**config.mk**
```make
export PLATFORM = sky130hd
export DESIGN_NAME = decider_scan
export DESIGN_NICKNAME = d
export VERILOG_FILES = /design/src/rtl/decider_scan.sv
export SDC_FILE = /design/constraint.sdc
export NUM_CORES = 1
export LEC_CHECK = 0
export ABC_AREA = 0
export BUFFER_PORTS_ARGS = -buffer_cell sky130_fd_sc_hd__buf_4
export CAP_MARGIN = 25
export CELL_PAD_IN_SITES_DETAIL_PLACEMENT = 1
export CELL_PAD_IN_SITES_GLOBAL_PLACEMENT = 2
export CORE_AREA = 2 2 51 53
export CTS_BUF_LIST = sky130_fd_sc_hd__clkbuf_4 sky130_fd_sc_hd__clkbuf_8
export DETAILED_ROUTE_END_ITERATION = 8
export DIE_AREA = 0 0 53 55
export HOLD_SLACK_MARGIN = 0.05
export PLACE_DENSITY = 0.86
export REMOVE_ABC_BUFFERS = 1
export SYNTH_ARGS = -nofsm -noshare
export SYNTH_HDL_FRONTEND = slang
export SYNTH_SLANG_ARGS = --single-unit
```
**constraint.sdc**
```tcl
create_clock -name clock -period 3.2 [get_ports clock]
set_input_delay 0.64 -clock clock [delete_from_list [all_inputs] [get_ports clock]]
set_output_delay 0.64 -clock clock [all_outputs]
set_load 0.005 [all_outputs]
```
**src/rtl/decider_scan.sv**
```systemverilog
// Decision engine: scans the variable-assignment table for the first unassigned
// variable and offers it to the decision stack with positive polarity.
module decider_scan #(
    parameter int MAX_VARS      = 8,
    parameter int MAX_VARS_BITS = $clog2(MAX_VARS)
) (
    input  logic                     clock,
    input  logic                     reset,
    input  logic                     start,
    input  logic [MAX_VARS_BITS-1:0] start_idx,
    input  logic                     abort,
    output logic                     mem_rd_en,
    output logic [MAX_VARS_BITS-1:0] mem_rd_idx,
    input  logic                     mem_rd_assigned,
    output logic                     dec_valid,
    input  logic                     dec_ready,
    output logic [MAX_VARS_BITS-1:0] dec_idx,
    output logic                     dec_val,
    output logic                     push,
    output logic                     busy,
    output logic                     all_assigned
);

    typedef enum logic [1:0] {
        S_IDLE,
        S_SCAN,
        S_DECIDE,
        S_SAT
    } state_t;

    localparam logic [MAX_VARS_BITS-1:0] LAST_IDX = MAX_VARS_BITS'(MAX_VARS - 1);
    localparam logic [MAX_VARS_BITS:0]   NUM_VARS = (MAX_VARS_BITS + 1)'(MAX_VARS);

    state_t                   state_q, state_d;
    logic [MAX_VARS_BITS-1:0] issue_idx_q, issue_idx_d;
    logic [MAX_VARS_BITS-1:0] chk_idx_q, chk_idx_d;
    logic [MAX_VARS_BITS-1:0] dec_idx_q, dec_idx_d;
    logic                     chk_valid_q, chk_valid_d;
    logic                     issue_done_q, issue_done_d;
    logic                     rd_en;

    always_ff @(posedge clock) begin
        if (!reset) begin
            state_q      <= S_IDLE;
            issue_idx_q  <= '0;
            chk_idx_q    <= '0;
            dec_idx_q    <= '0;
            chk_valid_q  <= 1'b0;
            issue_done_q <= 1'b0;
        end else begin
            state_q      <= state_d;
            issue_idx_q  <= issue_idx_d;
            chk_idx_q    <= chk_idx_d;
            dec_idx_q    <= dec_idx_d;
            chk_valid_q  <= chk_valid_d;
            issue_done_q <= issue_done_d;
        end
    end

    always_comb begin
        state_d      = state_q;
        issue_idx_d  = issue_idx_q;
        chk_idx_d    = chk_idx_q;
        dec_idx_d    = dec_idx_q;
        chk_valid_d  = chk_valid_q;
        issue_done_d = issue_done_q;
        rd_en        = (state_q == S_SCAN) && !issue_done_q;

        unique case (state_q)
            S_IDLE, S_SAT: begin
                if (start) begin
                    issue_idx_d  = start_idx;
                    chk_valid_d  = 1'b0;
                    issue_done_d = 1'b0;
                    if ({1'b0, start_idx} >= NUM_VARS)
                        state_d = S_SAT;
                    else
                        state_d = S_SCAN;
                end
            end
            S_SCAN: begin
                chk_valid_d = rd_en;
                chk_idx_d   = issue_idx_q;
                if (rd_en) begin
                    if (issue_idx_q == LAST_IDX)
                        issue_done_d = 1'b1;
                    else
                        issue_idx_d = issue_idx_q + 1'b1;
                end
                // Result of the read issued alongside a hit is simply dropped.
                if (chk_valid_q) begin
                    if (!mem_rd_assigned) begin
                        dec_idx_d   = chk_idx_q;
                        chk_valid_d = 1'b0;
                        state_d     = S_DECIDE;
                    end else if (chk_idx_q == LAST_IDX) begin
                        chk_valid_d = 1'b0;
                        state_d     = S_SAT;
                    end
                end
            end
            S_DECIDE: begin
                if (dec_ready)
                    state_d = S_IDLE;
            end
            default: state_d = S_IDLE;
        endcase

        if (abort) begin
            state_d     = S_IDLE;
            chk_valid_d = 1'b0;
        end
    end

    assign mem_rd_en    = rd_en;
    assign mem_rd_idx   = rd_en ? issue_idx_q : '0;
    assign dec_valid    = (state_q == S_DECIDE);
    assign dec_idx      = dec_idx_q;
    assign dec_val      = (state_q == S_DECIDE);
    assign push         = (state_q == S_DECIDE) && dec_ready && !abort;
    assign busy         = (state_q == S_SCAN) || (state_q == S_DECIDE);
    assign all_assigned = (state_q == S_SAT);

endmodule

```
==> reports/metrics.yaml, run 1 <==
run_status:
  status: "complete, no violations"
logic_synthesis:
  synth_top_flop_cell: "dfxtp_1"
  ys_async_sr_fraction: 0
  ys_seq_elements: 13
  synth_cell_types: 28
  synth-edff-count: 0
  synthTopCellsByCount: "dfxtp_1, mux2i_1, nor2_1"
  synth_most_common_cell: "dfxtp_1"
  avgSynthCellArea_sq_um: 9.368
  yosysTopAreaCell: "dfxtp_1"
  yosys.area.top_type_share: 0.3472
  netlist_area_sq_um: 749.5
  yosysWarnings: 0
  syn_inst: 80
  ys_top_cells_by_area: "dfxtp_1, mux2i_1, ha_1, nor2_1, a2111oi_4"
  ys_seq_area_frac: 0.3472
power:
  seq_power_share: 0.486
  p_per_area_nw_per_um2: 379.8
  switching_share: 0.2775
  p_int_mw: 0.2633
  power.leakage_nw: 0.4438
  p_sw_mw: 0.1012
  peakVddDrop_mv: 0.2480
  power.share.clock: 0.320
  comb_power_share: 0.194
final_layout:
  nets: 119
  utilization: 0.4058
  fin_cells: 133
  syn_to_final_growth_pct: 28.05
  drive_gt1_frac: 0.3010
  n_antenna_cell: 0
critical_path:
  crit_arrival_ps: 1620
  worstSetupPathType: "flop to primary output"
  endpoint_kind: "primary output"
  worstReg2RegStart: "state_q[1]"
  ff2ff_setup_slack_ps: 1410
  cp.required_ps: 2560
  startpoint_type: "flop"
  path_max_fanout: 7
  r2r_end: "state_q[1]"
  reg2reg_depth: 6
clocking:
  cts-hold-fix-buffers: 0
  cts_tree: "yes"
  cts.path.max_buffers: 2
  cts_sinks: 13
  clk_pin_slew_ps: 90
  numCtsBuffers: 3
  cts_max_level: 1
  clock_latency_ps: 280
  post_cts_buffers: 0
  post_cts_resized: 0
  clockRootBuffer: "clkbuf_4"
placement:
  gp_congestion: 0.6614
  dp_cells: 129
  io_buffers: 20
  dp_hpwl_mm: 1.378
grt:
  overflow: 0
  track_usage: 0.1417
  grt_pass1_vias: 679
  grt_pass1_wl_mm: 2.973
  grt_max_degree: 12
  antenna_found_initial: 0
sta:
  finalClockSkew_ps: 3.246
  fin_crit_ps: 2260
  tns_ps: 0
  rsz0062_at_grt: "false"
  hold_ws_ps: 503.3
  maxClockFrequency_mhz: 442.5
  finalSetupViolations: 0
  worst_slew_pin_slew_ps: 429.2
  maxSlewViolCount: 0
  finalCritPeriodShare: 0.7062
  max_slew_margin: 0.7119
  hold_viol: 0
floorplanning:
  rows: 18
  die_y_microns: 55
  ioPinCount: 21
  die-area_sq_um: 2915
  start_util: 0.3169
  die_x_microns: 53
  coreArea_sq_um: 2365
detailed_routing:
  drtPass1Iterations: 3
  drtIter0Drc: 4
  wl_mm: 1.699
  viasPerCell: 5.015
  drc: 0
  wl_per_cell_microns: 12.77
  num_vias: 667
  ant_nets: 0
job:
  maxCapViolations: 0
min_path:
  whs_endpoint: "dec_idx[2]"
  holdPathStages: 2
  holdCritPathClass: "flop to flop"
  hp-start: "dec_idx[2]"
routing by layer:
| layer | track usage | share of wire |
|---|---|---|
| met1 | 0.1576 | 0.43 |
| met3 | 0.02419 | 0.029 |
| met4 | 0.06410 | 0.015 |
| met5 | 0 | 0 |
| met2 | 0.2646 | 0.52 |
cell type report:
type	count	area, sq um
fill	286	1405
multi-input combinational	60	455.4
inverter	5	18.77
sequential	13	260.3
clock buffer	4	30.03
timing repair buffer	21	157.7
tap	30	37.54
power by group through the flow:
stage	Clock, mW	Sequential [mW]	Combinational, mW
final	0.116	0.177	0.0708
after global routing	0.126	0.179	0.0793
after CTS	0.120	0.178	0.0716
after detailed placement	0	0.181	0.0714
after global placement	0	0.181	0.0703
after floorplan	0	0.178	0.0464
through the flow:
step	setup slack [ps]	total power [mW]	instance area, sq um
after floorplan	1284	0.2246	734.5
after global placement	1341	0.2510	929.6
after detailed placement	1245	0.2527	929.6
after CTS	915.8	0.3687	959.7
after global routing	796.9	0.3842	959.7
final	940.0	0.3645	959.7
critical path: stages (launching register included):
cell     delay, ps
dfxtp_1        420
ha_1           330
nor2b_1        300
and2_1         170
buf_4          110
registers in the layout, summed over array words and instances, names as in the netlist:
| name | cells |
|---|---|
| issue_done_q | 1 |
| state_q | 2 |
| chk_valid_q | 1 |
| issue_idx_q | 3 |
| chk_idx_q | 3 |
| dec_idx | 3 |
cell usage in the layout (no fill, tap or decap), types with 2 or more instances in the layout:
cell type,Yosys,final
o21ai_0,2,2
nor2_1,9,9
a311oi_1,2,2
clkbuf_4,0,4
and2_1,2,2
mux2i_1,10,10
a21oi_1,4,4
nand2_1,6,6
dfxtp_1,13,13
ha_1,6,6
inv_1,4,4
nor2b_1,4,4
buf_4,2,21
worst max-delay path by stage:
stage,start,to,slack (ps),depth (start not counted)
6_report,state_q[0],mem_rd_idx[2],940,4
5_1_grt,state_q[0],mem_rd_idx[2],800,4
4_1_cts,state_q[0],mem_rd_idx[2],920,4
3_5_place_dp,state_q[0],mem_rd_idx[2],1240,4
3_3_place_gp,state_q[0],mem_rd_idx[2],1340,4
2_1_floorplan,state_q[0],mem_rd_idx[1],1280,3
cell families after synthesis:
logic type,share of synthesized area
AOI/OAI and AO/OA,0.1503
buffers and inverters,0.04506
DFF,0.3472
adders and majority gates,0.1002
and+or+nand+nor,0.2087
muxes,0.1486
No activity file was read; power rests on OpenSTA's default activity.
==> run 2: changes to the inputs <==
CORE_AREA = 2 2 53 55   (was 2 2 51 53)
DIE_AREA = 0 0 55 57   (was 0 0 53 55)
PLACE_DENSITY = 0.81   (was 0.86)
clock period = 2.2 ns   (was 3.2 ns; I/O delays follow)
==> run 2 against run 1 <==
  * Non-clock buffer count stayed put
  * Count of clock-buffer cells in the layout stayed put
  * Sequential share of layout area is 0.11 points lower
  * Sequential power rose by 45%
  * Worst setup slack got worse by 740 ps
  * Power up 43%
  * Die area up 7.5%
  * Via count fell by 3.9%
  * Core utilization shrank 3.7 points
  * Critical endpoint unchanged
==> reports/metrics.yaml, run 2 (synthesized netlist as in run 1, its figures left out) <==
run_status:
  status: "complete, no violations"
final_layout:
  drive_gt1_frac: 0.3107
  nets: 119
  layout_commonest_cell: "buf_4"
  final_cell_mix: "buf_4, dfxtp_1, mux2i_1, nor2_1, nand2_1"
  syn_to_final_growth_pct: 28.55
  utilization: 0.3684
  fin_area_sq_um: 963.4
  n_antenna_cell: 0
  fin_cells: 134
critical_path:
  endpoint_kind: "primary output"
  cp.required_ps: 1760
  worstSetupPathType: "flop to primary output"
  startpoint_type: "flop"
  path_max_fanout: 10
  crit_arrival_ps: 1560
sta:
  hold_viol: 0
  worst_slew_pin_slew_ps: 383.7
  max_slew_margin: 0.7425
  rsz0062_at_grt: "false"
  hold_ws_ps: 429.8
  finalClockSkew_ps: 0.3814
  finalSetupViolations: 0
  tns_ps: 0
  fin_crit_ps: 1999
  finalCritPeriodShare: 0.9086
  finalWorstSetupSlack_ps: 201.0
  maxSlewViolCount: 0
  maxClockFrequency_mhz: 500.2
grt:
  antenna_found_initial: 0
  grt_max_degree: 11
  grt_pass1_wl_mm: 2.773
  track_usage: 0.1222
  grt_pass1_vias: 634
  overflow: 0
placement:
  io_buffers: 20
  gp_congestion: 0.7050
  dp_hpwl_mm: 1.316
  placed_area_sq_um: 930.9
  dp_slack_ps: 396.0
  dp_cells: 130
power:
  power.leakage_nw: 0.4426
  p_per_area_nw_per_um2: 541.7
  peakVddDrop_mv: 0.3255
  total_power_mw: 0.5219
clocking:
  clock_latency_ps: 280
  cts_tree: "yes"
  cts.path.max_buffers: 2
  clockRootBuffer: "clkbuf_4"
  clk_pin_slew_ps: 80
  numCtsBuffers: 3
  cts_max_level: 1
  cts_sinks: 13
detailed_routing:
  wl_mm: 1.582
  num_vias: 641
  ant_nets: 0
  drc: 0
  viasPerCell: 4.784
  wl_per_cell_microns: 11.81
  drtIter0Drc: 4
  drtPass1Iterations: 4
min_path:
  holdCritPathClass: "input pin to flop"
floorplanning:
  die_x_microns: 55
  die-area_sq_um: 3135
  die_y_microns: 57
  start_util: 0.2866
  coreArea_sq_um: 2615
  ioPinCount: 21
  rows: 19
job:
  maxCapViolations: 0
-- run 2: final cells by class --
type | count | area, sq um
tap | 31 | 38.79
fill | 325 | 1652
inverter | 5 | 18.77
clock buffer | 4 | 30.03
timing repair buffer | 21 | 157.7
sequential | 13 | 260.3
multi-input combinational | 60 | 457.9
-- run 2: timing repair --
item / CTS / global route
buffers inserted: 0 / 0
hold endpoints to repair: 0 / 0
resized for setup: 0 / 1
hold buffers: 0 / 0
setup endpoints to repair: 0 / 3
-- run 2: critical path, stage by stage, from the launching register on --
cell     delay [ps]
dfxtp_1         420
ha_2            310
nor2b_1         280
and2_1          170
buf_4           100
-- run 2: power by group --
part | leakage, nW | switching [mW] | total, mW | internal, mW
combinational | 0.319 | 0.0472 | 0.102 | 0.0549
clock | 0.0184 | 0.0798 | 0.162 | 0.0827
sequential | 0.106 | 0.0118 | 0.257 | 0.245
total | 0.443 | 0.139 | 0.522 | 0.383
-- run 2: per-layer routing --
metal / vias up / GRT usage / part of all wire
li1: 324 / - / -
met1: 300 / 0.1503 / 0.44
met2: 13 / 0.1871 / 0.49
met3: 4 / 0.02356 / 0.039
met4: 0 / 0.08362 / 0.025
met5: - / 0 / 0
-- run 2: final timing paths --
kind | start | to | slack [ps] | depth (start not counted)
setup / recovery | state_q[0] | mem_rd_idx[2] | 200 | 4
hold / removal | reset | issue_done_q | 430 | 3
setup reg to reg | state_q[0] | state_q[0] | 580 | 5
hold reg to reg | dec_idx[1] | dec_idx[1] | 500 | 2
==> run 3: changes to the inputs <==
==> constraint.sdc (replaced) <==
create_clock -name clock -period 2.2 [get_ports clock]
set_input_delay 0.11 -clock clock [delete_from_list [all_inputs] [get_ports clock]]
set_output_delay 0.11 -clock clock [all_outputs]
set_load 0.005 [all_outputs]
==> run 3 against run 2 <==
  * Combinational power hardly changed
  * Global-route usage up 1.1 points
  * Sequential share of layout area rose by 0.21 points
  * Maximum frequency grew 10%
==> reports/metrics.yaml, run 3 (synthesized netlist as in run 1, its figures left out) <==
critical_path:
  cp_slowest_cell: "ha_2"
  endpoint_kind: "primary output"
  cp.buffers_inverters: 2
  crit_path_end: "mem_rd_idx[1]"
  worstReg2RegStart: "state_q[1]"
  startpoint_type: "flop"
  path_cells: "inv_1 -> ha_2 -> nor2b_1 -> and2_1 -> buf_4"
  crit_arrival_ps: 1710
  r2r_end: "state_q[1]"
  crit_cells: 5
  crit_family: "simple AND/OR/NAND/NOR gates"
  max_stage_delay_ps: 390
  cp.required_ps: 2090
  startpoint: "state_q[1]"
  path_max_fanout: 17
  ff2ff_setup_slack_ps: 550
  reg2reg_depth: 5
  worstSetupPathType: "flop to primary output"
min_path:
  holdCritPathClass: "input pin to flop"
floorplanning:
  rows: 19
  ioPinCount: 21
  die-area_sq_um: 3135
  die_x_microns: 55
  die_y_microns: 57
  coreArea_sq_um: 2615
  start_util: 0.2866
clocking:
  cts_sinks: 13
  clockRootBuffer: "clkbuf_4"
  cts.path.max_buffers: 2
  cts_max_level: 1
  clk_pin_slew_ps: 90
  cts_tree: "yes"
  post_cts_buffers: 0
  numCtsBuffers: 3
  clock_latency_ps: 280
grt:
  antenna_found_initial: 0
  grt_max_degree: 18
  track_usage: 0.1335
  grt_pass1_vias: 673
  overflow: 0
  grt_pass1_wl_mm: 2.987
final_layout:
  nets: 118
  fin_cells: 133
  final_cell_mix: "buf_4, dfxtp_1, mux2i_1, nor2_1, nand2_1"
  layout_commonest_cell: "buf_4"
  n_antenna_cell: 0
  drive_gt1_frac: 0.3039
  syn_to_final_growth_pct: 27.55
power:
  power.share.clock: 0.315
  p_sw_mw: 0.1403
  switching_share: 0.2689
  seq_power_share: 0.493
  p_int_mw: 0.3814
  peakVddDrop_mv: 0.2227
  p_per_area_nw_per_um2: 545.8
  comb_power_share: 0.191
  power.leakage_nw: 0.4373
sta:
  worst_slew_pin_slew_ps: 415.9
  hold_viol: 0
  finalClockSkew_ps: 5.308
  finalSetupViolations: 0
  max_slew_margin: 0.7209
  fin_crit_ps: 1815
  finalCritPeriodShare: 0.8252
  maxClockFrequency_mhz: 550.9
  tns_ps: 0
  rsz0062_at_grt: "false"
  maxSlewViolCount: 0
placement:
  gp_congestion: 0.7473
  io_buffers: 20
  dp_cells: 129
  dp_hpwl_mm: 1.318
detailed_routing:
  drc: 0
  drtPass1Iterations: 2
  drtIter0Drc: 6
  wl_mm: 1.676
  num_vias: 642
  ant_nets: 0
  viasPerCell: 4.827
  wl_per_cell_microns: 12.60
run_status:
  status: "complete, no violations"
job:
  maxCapViolations: 0
==> run 3: worst reg2reg max path, delay by kind of cell, from the launching register on <==
family,cells,cell delay [ps]
buffers and inverters,1,90
multiplexers,1,230
adder cells (fa/ha/maj),1,290
flip-flops,1,400
AND/OR/NAND/NOR,1,180
AO/OA/AOI/OAI,1,390
==> run 3: worst min-delay path by stage <==
stage	start	end	slack (ps)	cells past startpoint
after floorplan	abort	push	250	1
after global placement	reset	issue_done_q	390	3
after detailed placement	reset	issue_done_q	400	3
after CTS	reset	issue_done_q	90	3
after global routing	reset	issue_done_q	120	3
final	reset	issue_done_q	100	3
==> run 3: layout make-up <==
| type | count | area [sq um] |
|---|---|---|
| Clock buffer | 4 | 30.03 |
| Tap cell | 31 | 38.79 |
| Multi-Input combinational cell | 60 | 457.9 |
| Sequential cell | 13 | 260.3 |
| Timing Repair Buffer | 20 | 150.1 |
| Fill cell | 327 | 1659 |
| Inverter | 5 | 18.77 |
==> run 3: stage by stage <==
step	setup slack [ps]	cell area [sq um]	utilization	power [mW]	hold slack, ps
detailed placement	408.8	923.4	0.3531	0.3641	396.2
global route	201.5	955.9	0.3656	0.5600	123.0
CTS	141.0	953.4	0.3646	0.5324	92.95
finish	384.7	955.9	0.3656	0.5217	96.89
global placement	419.7	923.4	0.3531	0.3620	392.1
floorplan	631.7	734.5	-	0.3266	251.1
==> run 3: power groups by stage <==
stage	combinational [mW]	clock, mW	sequential (mW)
floorplan	0.0674	0	0.259
global placement	0.0994	0	0.263
detailed placement	0.101	0	0.263
CTS	0.102	0.173	0.258
global route	0.115	0.185	0.260
finish	0.0998	0.164	0.257
==> run 3: per-layer routing <==
layer / global-route usage / up-vias / wire [microns]
met2: 0.1973 / 14 / 817
met5: 0 / - / 0
met4: 0.09408 / 0 / 52
li1: - / 326 / -
met3: 0.01832 / 4 / 67
met1: 0.1746 / 298 / 739
==> run 3: timing repair <==
item,in CTS,in global routing
resized for setup,0,1
hold buffers,0,0
setup endpoints to repair,0,1
hold endpoints to repair,0,0
